===== src/rtl/fwd_pkg.sv =====
// Shared types for the forwarding result pipe: stage record, empty-stage constant, issue helper.
// Latency: n/a (types and a pure function only).
// Backpressure: n/a.
package fwd_pkg;

    localparam int XLEN       = 32;
    localparam int REG_ADDR_W = 5;

    // One pipeline slot as seen by the forwarding unit and the register file.
    typedef struct packed {
        logic                  write;
        logic [REG_ADDR_W-1:0] addr;
        logic                  mem;
        logic [XLEN-1:0]       data;
    } fwd_stage_t;

    // Empty slot: no write, not a load, zero data.
    localparam fwd_stage_t FWD_BUBBLE = '0;

    // Entry for a freshly accepted instruction; x0 destinations never forward.
    function automatic fwd_stage_t fwd_issue_entry(
        input logic                  wen,
        input logic [REG_ADDR_W-1:0] rd,
        input logic                  is_load
    );
        fwd_stage_t e;
        e       = FWD_BUBBLE;
        e.write = wen && (rd != '0);
        e.addr  = rd;
        e.mem   = is_load;
        return e;
    endfunction

endpackage


===== src/rtl/fwd_stage_reg.sv =====
// One pipeline slot register holding a fwd_stage_t.
// Latency: 1 cycle from i_d to o_q when i_en is high.
// Backpressure: i_en low retains the current contents.
module fwd_stage_reg
    import fwd_pkg::*;
(
    input  logic       clk,
    input  logic       rst_n,
    input  logic       i_en,
    input  fwd_stage_t i_d,
    output fwd_stage_t o_q
);

    fwd_stage_t r_q;

    // Capture the next slot contents whenever the pipe advances.
    always_ff @(posedge clk or negedge rst_n) begin
        if (!rst_n) begin
            r_q <= FWD_BUBBLE;
        end else if (i_en) begin
            r_q <= i_d;
        end
    end

    assign o_q = r_q;

endmodule


===== src/rtl/fwd_result_pipe.sv =====
// Tracks in-flight destinations through EX/MEM/WB for operand forwarding and drives the RF write port.
// Latency: issue to wb_en is 3 advancing edges; each hold cycle adds one.
// Backpressure: hold freezes every stage; bubble/flush insert an empty P1. FWD_PIPE_STATS_EN adds counters.
module fwd_result_pipe
    import fwd_pkg::*;
(
    input  logic                  clk,
    input  logic                  rst_n,
    input  logic                  issue_valid,
    output logic                  issue_ready,
    input  logic                  issue_wen,
    input  logic [REG_ADDR_W-1:0] issue_rd,
    input  logic                  issue_is_load,
    input  logic                  bubble,
    input  logic                  flush,
    input  logic                  hold,
    input  logic [XLEN-1:0]       ex_result,
    input  logic [XLEN-1:0]       mem_rdata,
    output logic                  prev1_write,
    output logic [REG_ADDR_W-1:0] prev1_write_addr,
    output logic                  prev1_mem,
    output logic                  prev2_write,
    output logic [REG_ADDR_W-1:0] prev2_write_addr,
    output logic                  prev2_mem,
    output logic                  prev3_write,
    output logic [REG_ADDR_W-1:0] prev3_write_addr,
    output logic                  prev3_mem,
    output logic [XLEN-1:0]       prev2_data,
    output logic [XLEN-1:0]       prev3_data,
    output logic                  wb_en,
    output logic [REG_ADDR_W-1:0] wb_addr,
    output logic [XLEN-1:0]       wb_data
`ifdef FWD_PIPE_STATS_EN
    ,
    output logic [31:0]           stat_bubbles,
    output logic [31:0]           stat_retired
`endif
);

    logic       w_adv;
    fwd_stage_t w_p1_d, w_p2_d, w_p3_d;
    fwd_stage_t w_p1_q, w_p2_q, w_p3_q;

    assign w_adv = ~hold;

    // P1 takes the issued instruction only when neither a squash nor a load-use stall applies.
    always_comb begin
        w_p1_d = FWD_BUBBLE;
        if (!flush && !bubble && issue_valid) begin
            w_p1_d = fwd_issue_entry(issue_wen, issue_rd, issue_is_load);
        end
    end

    // P2 picks up the ALU result; non-writing slots keep zero data so empty slots stay clean.
    always_comb begin
        w_p2_d      = w_p1_q;
        w_p2_d.data = w_p1_q.write ? ex_result : '0;
    end

    // P3 holds the final value: load data for loads, otherwise the ALU result carried from P2.
    always_comb begin
        w_p3_d = w_p2_q;
        if (!w_p2_q.write) begin
            w_p3_d.data = '0;
        end else if (w_p2_q.mem) begin
            w_p3_d.data = mem_rdata;
        end
    end

    fwd_stage_reg u_p1 (.clk(clk), .rst_n(rst_n), .i_en(w_adv), .i_d(w_p1_d), .o_q(w_p1_q));
    fwd_stage_reg u_p2 (.clk(clk), .rst_n(rst_n), .i_en(w_adv), .i_d(w_p2_d), .o_q(w_p2_q));
    fwd_stage_reg u_p3 (.clk(clk), .rst_n(rst_n), .i_en(w_adv), .i_d(w_p3_d), .o_q(w_p3_q));

    // A squashed instruction is consumed; a stalled one is refused so decode replays it.
    assign issue_ready = w_adv & (flush | (~bubble & issue_valid));

    assign prev1_write      = w_p1_q.write;
    assign prev1_write_addr = w_p1_q.addr;
    assign prev1_mem        = w_p1_q.mem;
    assign prev2_write      = w_p2_q.write;
    assign prev2_write_addr = w_p2_q.addr;
    assign prev2_mem        = w_p2_q.mem;
    assign prev3_write      = w_p3_q.write;
    assign prev3_write_addr = w_p3_q.addr;
    assign prev3_mem        = w_p3_q.mem;
    assign prev2_data       = w_p2_q.data;
    assign prev3_data       = w_p3_q.data;

    // The P3 entry stays put under hold, so its write is masked to commit exactly once.
    assign wb_en   = w_p3_q.write & w_adv;
    assign wb_addr = w_p3_q.addr;
    assign wb_data = w_p3_q.data;

`ifdef FWD_PIPE_STATS_EN
    logic [31:0] r_stat_bubbles;
    logic [31:0] r_stat_retired;

    // Count load-use stalls that actually took effect and register-file commits; both wrap.
    always_ff @(posedge clk or negedge rst_n) begin
        if (!rst_n) begin
            r_stat_bubbles <= '0;
            r_stat_retired <= '0;
        end else begin
            if (w_adv && bubble && !flush) begin
                r_stat_bubbles <= r_stat_bubbles + 32'd1;
            end
            if (wb_en) begin
                r_stat_retired <= r_stat_retired + 32'd1;
            end
        end
    end

    assign stat_bubbles = r_stat_bubbles;
    assign stat_retired = r_stat_retired;
`endif

endmodule


===== config.mk =====
export PLATFORM = sky130hd
export DESIGN_NAME = fwd_result_pipe
export DESIGN_NICKNAME = d
export VERILOG_FILES = /design/src/rtl/fwd_pkg.sv /design/src/rtl/fwd_stage_reg.sv /design/src/rtl/fwd_result_pipe.sv
export SDC_FILE = /design/constraint.sdc
export NUM_CORES = 1
export LEC_CHECK = 0
export CAP_MARGIN = 20
export CORE_MARGIN = 3
export CORE_UTILIZATION = 25
export DETAILED_ROUTE_END_ITERATION = 8
export GPL_TIMING_DRIVEN = 0
export HOLD_SLACK_MARGIN = 0.15
export SETUP_SLACK_MARGIN = 0.4
export SYNTH_ARGS = -nofsm -noshare
export SYNTH_HDL_FRONTEND = slang
export SYNTH_SLANG_ARGS = --single-unit

===== constraint.sdc =====
create_clock -name clk -period 2.85 [get_ports clk]
set_input_delay 0.7125 -clock clk [delete_from_list [all_inputs] [get_ports clk]]
set_output_delay 0.7125 -clock clk [all_outputs]
set_load 0.02 [all_outputs]

# Word level (Yosys, flattened, before mapping)
# Index checks and enable logic that the tools add are counted.
# totals
out_inout_bits	124
ff_bits	85
rom_bits	0
ram_bits	0
wordCells	27
n_memories	0
latch_bits	0
inputBits	77
# op_classes
n_mul	0
div	0
shifts	0
n_reduce_logical	6
n_bitwise	6
add_sub_neg	0
muxes	4
n_eq_ne	0
order_cmp	0
# ops
operator	n
32-bit 2-to-1 mux	3
39-bit 2-to-1 mux	1
5-bit nonzero test	1
1-bit AND	3
1-bit logical AND	3
1-bit zero test	2
1-bit NOT	2
1-bit bitwise OR	1

# Longest topological paths before layout
# Gate-level depths: netlist of run 1.
# logic_depth
depth_word	4
mapped_depth	5

# By module
# A second synthesis of run 1 with hierarchy kept.
# hier_totals
cells_unflattened	403
hier_area_um2	5636.7
# by_module_without_submodules
module	instances	cells_per_inst	seq_area_each_um2	area_each_um2
fwd_stage_reg	3	82	975.9	1493.9
fwd_result_pipe	1	157	0.0	1154.9

# Least setup slack after synthesis of run 1
# No wires, ideal clock.
# synth_timing
kind	input-to-output
startpoint	in hold
endpoint	out wb_en
stages	3
slack_ns	0.818
required_ns	2.138
arrival_ns	1.319
path_buffers	2
cell_sequence	buf_6 -> buf_2 -> nor2b_1
# synth_between
elab_chain_cells	2
# synth_lines
item	line_no	text
from (decl)	fwd_result_pipe.sv:16	input logic hold,
1-bit NOT	fwd_result_pipe.sv:44	assign w_adv = ~hold;
1-bit AND	fwd_result_pipe.sv:90	assign wb_en = w_p3_q.write & w_adv;
to (decl)	fwd_result_pipe.sv:30	output logic wb_en,
# No other way between the ends.

# Worst setup path after layout of run 1
# Ends and elaborated chain as after synthesis.

==> results of run 1 <==
-- per-layer routing --
metal	up-vias	part of all wire, %	track usage, %
met4	0	2.1	5.81
met2	121	48	23.1
met5	-	0	0
li1	1630	-	-
met1	1599	44	19.1
met3	16	6.5	3.94
-- logic make-up (layout without fill, tap and decap cells) --
family                 Yosys count  in the layout  share of synthesized area (%)
and+or+nand+nor                105            105                           10.8
buffers and inverters           72            288                           12.4
DFF                             85             85                           54.8
muxes                           45             45                           12.0
AOI/OAI and AO/OA               72             72                           9.99
-- worst paths after layout --
check                                           end  slack, ps                     start  depth (start not counted)
min                        u_p1.o_q[33]$_DFFE_PN0N_        380                     rst_n                          1
min reg2reg                u_p2.o_q[13]$_DFFE_PN0N_        510  u_p2.o_q[13]$_DFFE_PN0N_                          2
max in group asynchronous  u_p2.o_q[11]$_DFFE_PN0N_       1850                     rst_n                          2
max                                           wb_en        500                      hold                          5
max reg2reg                u_p3.o_q[28]$_DFFE_PN0N_       1480  u_p2.o_q[38]$_DFFE_PN0N_                          3
min in group clk           u_p2.o_q[13]$_DFFE_PN0N_        510  u_p2.o_q[13]$_DFFE_PN0N_                          2
-- layout by cell type, fill, tap and decap left out --
cell	count
dlygate4sd2_1	2
buf_16	1
nor2b_1	1
clkbuf_16	9
clkinv_2	2
buf_2	7
bufinv_16	1
mux2_2	13
a32o_1	1
clkbuf_8	2
nor3_1	1
inv_1	1
nand2_1	99
mux2i_1	32
clkbuf_1	11
a22o_1	6
nor2_1	2
o21ai_0	64
nand2b_1	1
buf_4	55
buf_6	1
nor4b_4	1
a21oi_1	1
dfrtp_1	85
clkdlybuf4s50_1	195
clkinvlp_4	1
-- worst reg2reg max path, stage by stage (launching register included) --
cell and delay (ps):
dfrtp_1 400, nand2b_1 220, clkbuf_1 430, o21ai_0 180
-- registers in the layout (all words and copies together) (netlist names) --
| name | flops |
|---|---|
| u_p1.o_q | 7 |
| u_p2.o_q | 39 |
| u_p3.o_q | 39 |
-- stage by stage --
step	util [%]	cells
3_5_place_dp	41.3	764
6_report	43.3	779
3_3_place_gp	41.1	763
4_1_cts	43.4	779
5_1_grt	43.3	779
2_1_floorplan	-	379
-- area by class of cell --
cell class | instances | area share, %
multi-input combinational | 222 | 19.8
buffer | 71 | 7.51
inverter | 1 | 0.0583
sequential | 85 | 33.1
clock buffer | 11 | 3.93
timing repair buffer | 201 | 31.3
clock inverter | 4 | 0.739
tap | 184 | 3.58
-- repair_timing --
| item | CTS | global route |
|---|---|---|
| gates cloned | 0 | 0 |
| pin swaps | 0 | 0 |
| setup endpoints to repair | 2 | 2 |
| gates resized for setup | 10 | 2 |
| hold endpoints to repair | 0 | 0 |
| setup buffers | 0 | 0 |
-- power by group --
part           switching [mW]  total [mW]  internal [mW]  leakage (nW)
registers              0.0222        1.26           1.23          1.18
clock network           0.462        1.18          0.719         0.147
logic                   0.181       0.395          0.214          1.38
total                   0.665        2.83           2.17          2.71
==> impl_metrics.py, run 1 <==
metrics = {
    "floorplanning": {
        "start_util_pct": 26.1,
        "pin_count": 201,
        "design.core.area_um2": 14900,
        "die_w_um": 131,
        "die_h_um": 131,
        "dieArea_um2": 17100,
        "rows": 44,
    },
    "synthesis": {
        "yosys_warnings": 0,
        "postSynth.asyncResetShare_pct": 100,
        "synth-seq-area-share_pct": 54.8,
        "yosysTopAreaCellShare_pct": 54.8,
        "synth.area.top_cells": "dfrtp_1 (55%), buf_4 (10%), nand2_1 (9.6%), mux2i_1 (8.2%), o21ai_0 (8.2%)",
        "syn_area_um2": 3880,
        "yosysTopAreaCell": "dfrtp_1",
        "synth_cell_type_count": 18,
        "syn-instance-count": 379,
        "yosysMostFrequentCell": "nand2_1",
        "synth_edf_count": 0,
        "synth_seq_cells": 85,
        "synthTopCellsByCount": "nand2_1 (99), dfrtp_1 (85), o21ai_0 (64)",
        "postSynthAreaPerCell_um2": 10.2,
        "synth-main-ff-cell": "dfrtp_1",
        "synth_fp_nets": 456,
    },
    "setup_path": {
        "slowest_stage": "dlygate4sd2_1",
        "cpPeakStageDelay_ps": 290,
        "start_kind": "input pin",
        "crit_type": "input pin to primary output",
        "critical_path.max_fanout": 10,
        "cp_top_family": "buffers and inverters",
        "critPathCaptureType": "primary output",
        "arrival_ps": 1630,
        "critPathBufInv": 4,
        "crit_chain": "dlygate4sd2_1, buf_6, buf_4, nor2b_1, buf_2",
        "cp.required_ps": 2140,
    },
    "layout": {
        "drive_above_1_share_pct": 15.6,
        "stdcell_area_um2": 6430,
        "syn2layout_area_growth_pct": 65.7,
        "final_nets": 668,
        "regArea_um2": 2130,
        "nFillCells": 1470,
        "multi_input_area_um2": 1270,
        "diodes": 0,
    },
    "clock_network": {
        "cts.sinks": 85,
        "cts_tree": "done",
        "cts.path.max_buffers": 2,
        "cts_buffers": 9,
        "cts.clk_slew.worst_paths_ps": 60,
        "clock_latency_ps": 330,
        "clock-root-buffer": "clkbuf_16",
        "ctsHoldBuffers": 0,
        "htree_levels": 3,
    },
    "global_route": {
        "grt_pass1_vias": 3515,
        "grt_pass1_wl_mm": 19.0,
        "overflow": 0,
        "groute.usage.overall_pct": 14.6,
        "grt_max_degree": 44,
        "antenna_found_initial": 0,
    },
    "pwr": {
        "power_density_nw_per_um2": 440,
        "leakage_nw": 2.71,
        "peakVddDrop_mv": 0.197,
        "power_mw": 2.83,
    },
    "route": {
        "wl_per_cell_um": 16.1,
        "totalWireLength_mm": 12.5,
        "initialDrtViolationCount": 76,
        "vias": 3366,
        "drtAntennaViolNets": 0,
        "dr.pass1.iters": 4,
        "drcViolationCount": 0,
        "via_per_inst": 4.32,
    },
    "sta": {
        "whs_ps": 379,
        "hold_viol_final": 0,
        "setup_ws_ps": 504,
        "fin_crit_sh_pct": 82.3,
        "fmax_ghz": 0.426,
        "clock_skew_ps": 5.20,
        "period_needed_ps": 2350,
        "tightest_slew_ps": 602,
        "setup_viol": 0,
        "final.setup.tns_ps": 0,
        "rsz0062_at_grt": "false",
        "drv_slew": 0,
        "relSlewSlack_pct": 59.9,
    },
    "outcome": {
        "outcome": "finished clean",
    },
    "placement": {
        "port_buffers": 200,
        "gp_congestion": 0.763,
        "place_ws_ps": -219,
        "dpl-instance-area_um2": 6140,
        "dp_hpwl_mm": 9.67,
    },
    "worst_hold_path": {
        "hold_class": "input pin to asynchronous set/reset pin",
    },
    "job": {
        "cap_violations": 0,
    },
}
No activity file was read; power rests on OpenSTA's default activity.
==> run 2, diff against run 1 <==
- clock period: 2.85 -> 1.9 ns (I/O delays scaled with it)
==> impl_metrics.py, run 2 (synthesis gave the netlist of run 1 again) <==
metrics = {
    "pwr": {
        "leakage_nw": 3.13,
        "peakVddDrop_mv": 0.375,
        "power_density_nw_per_um2": 673,
    },
    "floorplanning": {
        "die_w_um": 131,
        "dieArea_um2": 17100,
        "die_h_um": 131,
        "start_util_pct": 26.1,
        "design.core.area_um2": 14900,
        "rows": 44,
        "pin_count": 201,
    },
    "layout": {
        "final_cell_mix": "nand2_1 (99), dfrtp_1 (85), buf_2 (76), buf_6 (71), clkdlybuf4s50_1 (71)",
        "syn2layout_area_growth_pct": 66.8,
        "layout_commonest_cell": "nand2_1",
        "nFillCells": 1484,
        "stdcell_count": 803,
        "final_nets": 691,
        "diodes": 0,
        "drive_above_1_share_pct": 39.7,
    },
    "worst_hold_path": {
        "holdPathStages": 2,
        "hold_class": "register to register",
    },
    "clock_network": {
        "cts.path.max_buffers": 2,
        "clock_latency_ps": 340,
        "cts_tree": "done",
        "clock-root-buffer": "clkbuf_16",
        "cts.clk_slew.worst_paths_ps": 60,
        "cts.sinks": 85,
        "cts_buffers": 9,
        "htree_levels": 3,
    },
    "route": {
        "via_per_inst": 4.35,
        "vias": 3491,
        "initialDrtViolationCount": 91,
        "wl_per_cell_um": 16.3,
        "dr.pass1.iters": 4,
        "drtAntennaViolNets": 0,
        "drcViolationCount": 0,
        "totalWireLength_mm": 13.1,
    },
    "global_route": {
        "antenna_found_initial": 0,
        "grt_pass1_wl_mm": 19.9,
        "grt_max_degree": 53,
        "grt_pass1_vias": 3656,
        "groute.usage.overall_pct": 15.3,
        "overflow": 0,
    },
    "outcome": {
        "outcome": "finished clean",
    },
    "sta": {
        "hold_viol_final": 0,
        "drv_slew": 0,
        "setup_ws_ps": 394,
        "fmax_ghz": 0.664,
        "period_needed_ps": 1510,
        "relSlewSlack_pct": 63.5,
        "clock_skew_ps": 6.27,
        "setup_viol": 0,
        "rsz0062_at_grt": "true",
        "tightest_slew_ps": 547,
        "fin_crit_sh_pct": 79.3,
    },
    "setup_path": {
        "cp.required_ps": 1420,
        "critPathCaptureType": "primary output",
        "arrival_ps": 1030,
        "start_kind": "input pin",
        "rr_worst_depth": 3,
        "critical_path.max_fanout": 3,
        "crit_type": "input pin to primary output",
    },
    "placement": {
        "port_buffers": 200,
        "gp_congestion": 0.753,
        "place_ws_ps": -669,
        "dp_hpwl_mm": 9.62,
        "dpl.cell_count": 764,
    },
    "job": {
        "cap_violations": 0,
    },
}
## run 2: cell types whose count changed in the layout (fill, tap and decap cells not counted), sizes merged
| cell | before | now |
|---|---|---|
| dlygate4sd3 | 0 | 1 |
| clkdlybuf4s15 | 0 | 9 |
| buf | 64 | 201 |
| clkbuf | 22 | 25 |
| clkdlybuf4s50 | 195 | 71 |
| dlygate4sd2 | 2 | 0 |
## run 2: what timing repair did
action                                 in CTS  in global routing
resized for setup                         551                 81
endpoints found under the hold margin      33                  0
pin swaps                                   1                  1
setup buffers                              17                  5
setup endpoints to repair                 197                 88
hold buffers                                1                  0
## run 2: worst max-delay path: stages
cell     delay [ps]
buf_8           100
buf_6           120
buf_8           120
nor2b_4         100
buf_6           120
## run 2: stage by stage
step	instance area (um^2)	util, %	power, mW	hold WS (ps)	TNS (ps)
after floorplan	3890	-	2.15	179	0
after global placement	6120	41.2	2.51	488	-253010
after detailed placement	6150	41.3	2.53	478	-7810
after CTS	6580	44.3	4.44	519	0
after global routing	6480	43.6	4.55	539	0
final	6480	43.6	4.36	506	0
## run 2: report_power, final
part           leakage [nW]  internal [mW]  switching [mW]  total (mW)
Sequential             1.18           1.85          0.0346        1.89
Combinational          1.80          0.324           0.287       0.611
Clock                 0.155           1.13           0.734        1.87
## run 2: metal layers
metal / track usage [%] / vias up / routed length (um)
li1: - / 1686 / -
met1: 19.4 / 1672 / 5570
met2: 25.3 / 122 / 6470
met3: 4.19 / 11 / 878
met4: 4.90 / 0 / 186
met5: 0 / - / 0
## run 2: worst paths after layout
| check | start | end | slack [ps] |
|---|---|---|---|
| hold / removal | u_p2.o_q[2]$_DFFE_PN0N_ | u_p2.o_q[2]$_DFFE_PN0N_ | 510 |
| setup / recovery | hold | wb_en | 390 |
| hold reg to reg | u_p2.o_q[2]$_DFFE_PN0N_ | u_p2.o_q[2]$_DFFE_PN0N_ | 510 |
| min in group asynchronous | rst_n | u_p3.o_q[38]$_DFFE_PN0N_ | 640 |
| setup reg to reg | u_p2.o_q[38]$_DFFE_PN0N_ | u_p3.o_q[18]$_DFFE_PN0N_ | 560 |
| max in group asynchronous | rst_n | u_p3.o_q[9]$_DFFE_PN0N_ | 640 |
## run 2: layout make-up
class	instances	area (um^2)	share of cell area (%)
Buffer	71	593	9.15
Clock buffer	12	267	4.11
Clock inverter	4	55.1	0.850
Inverter	1	3.75	0.0579
Multi-Input combinational cell	222	1290	20.0
Sequential cell	85	2130	32.8
Tap cell	184	230	3.55
Timing Repair Buffer	224	1910	29.5
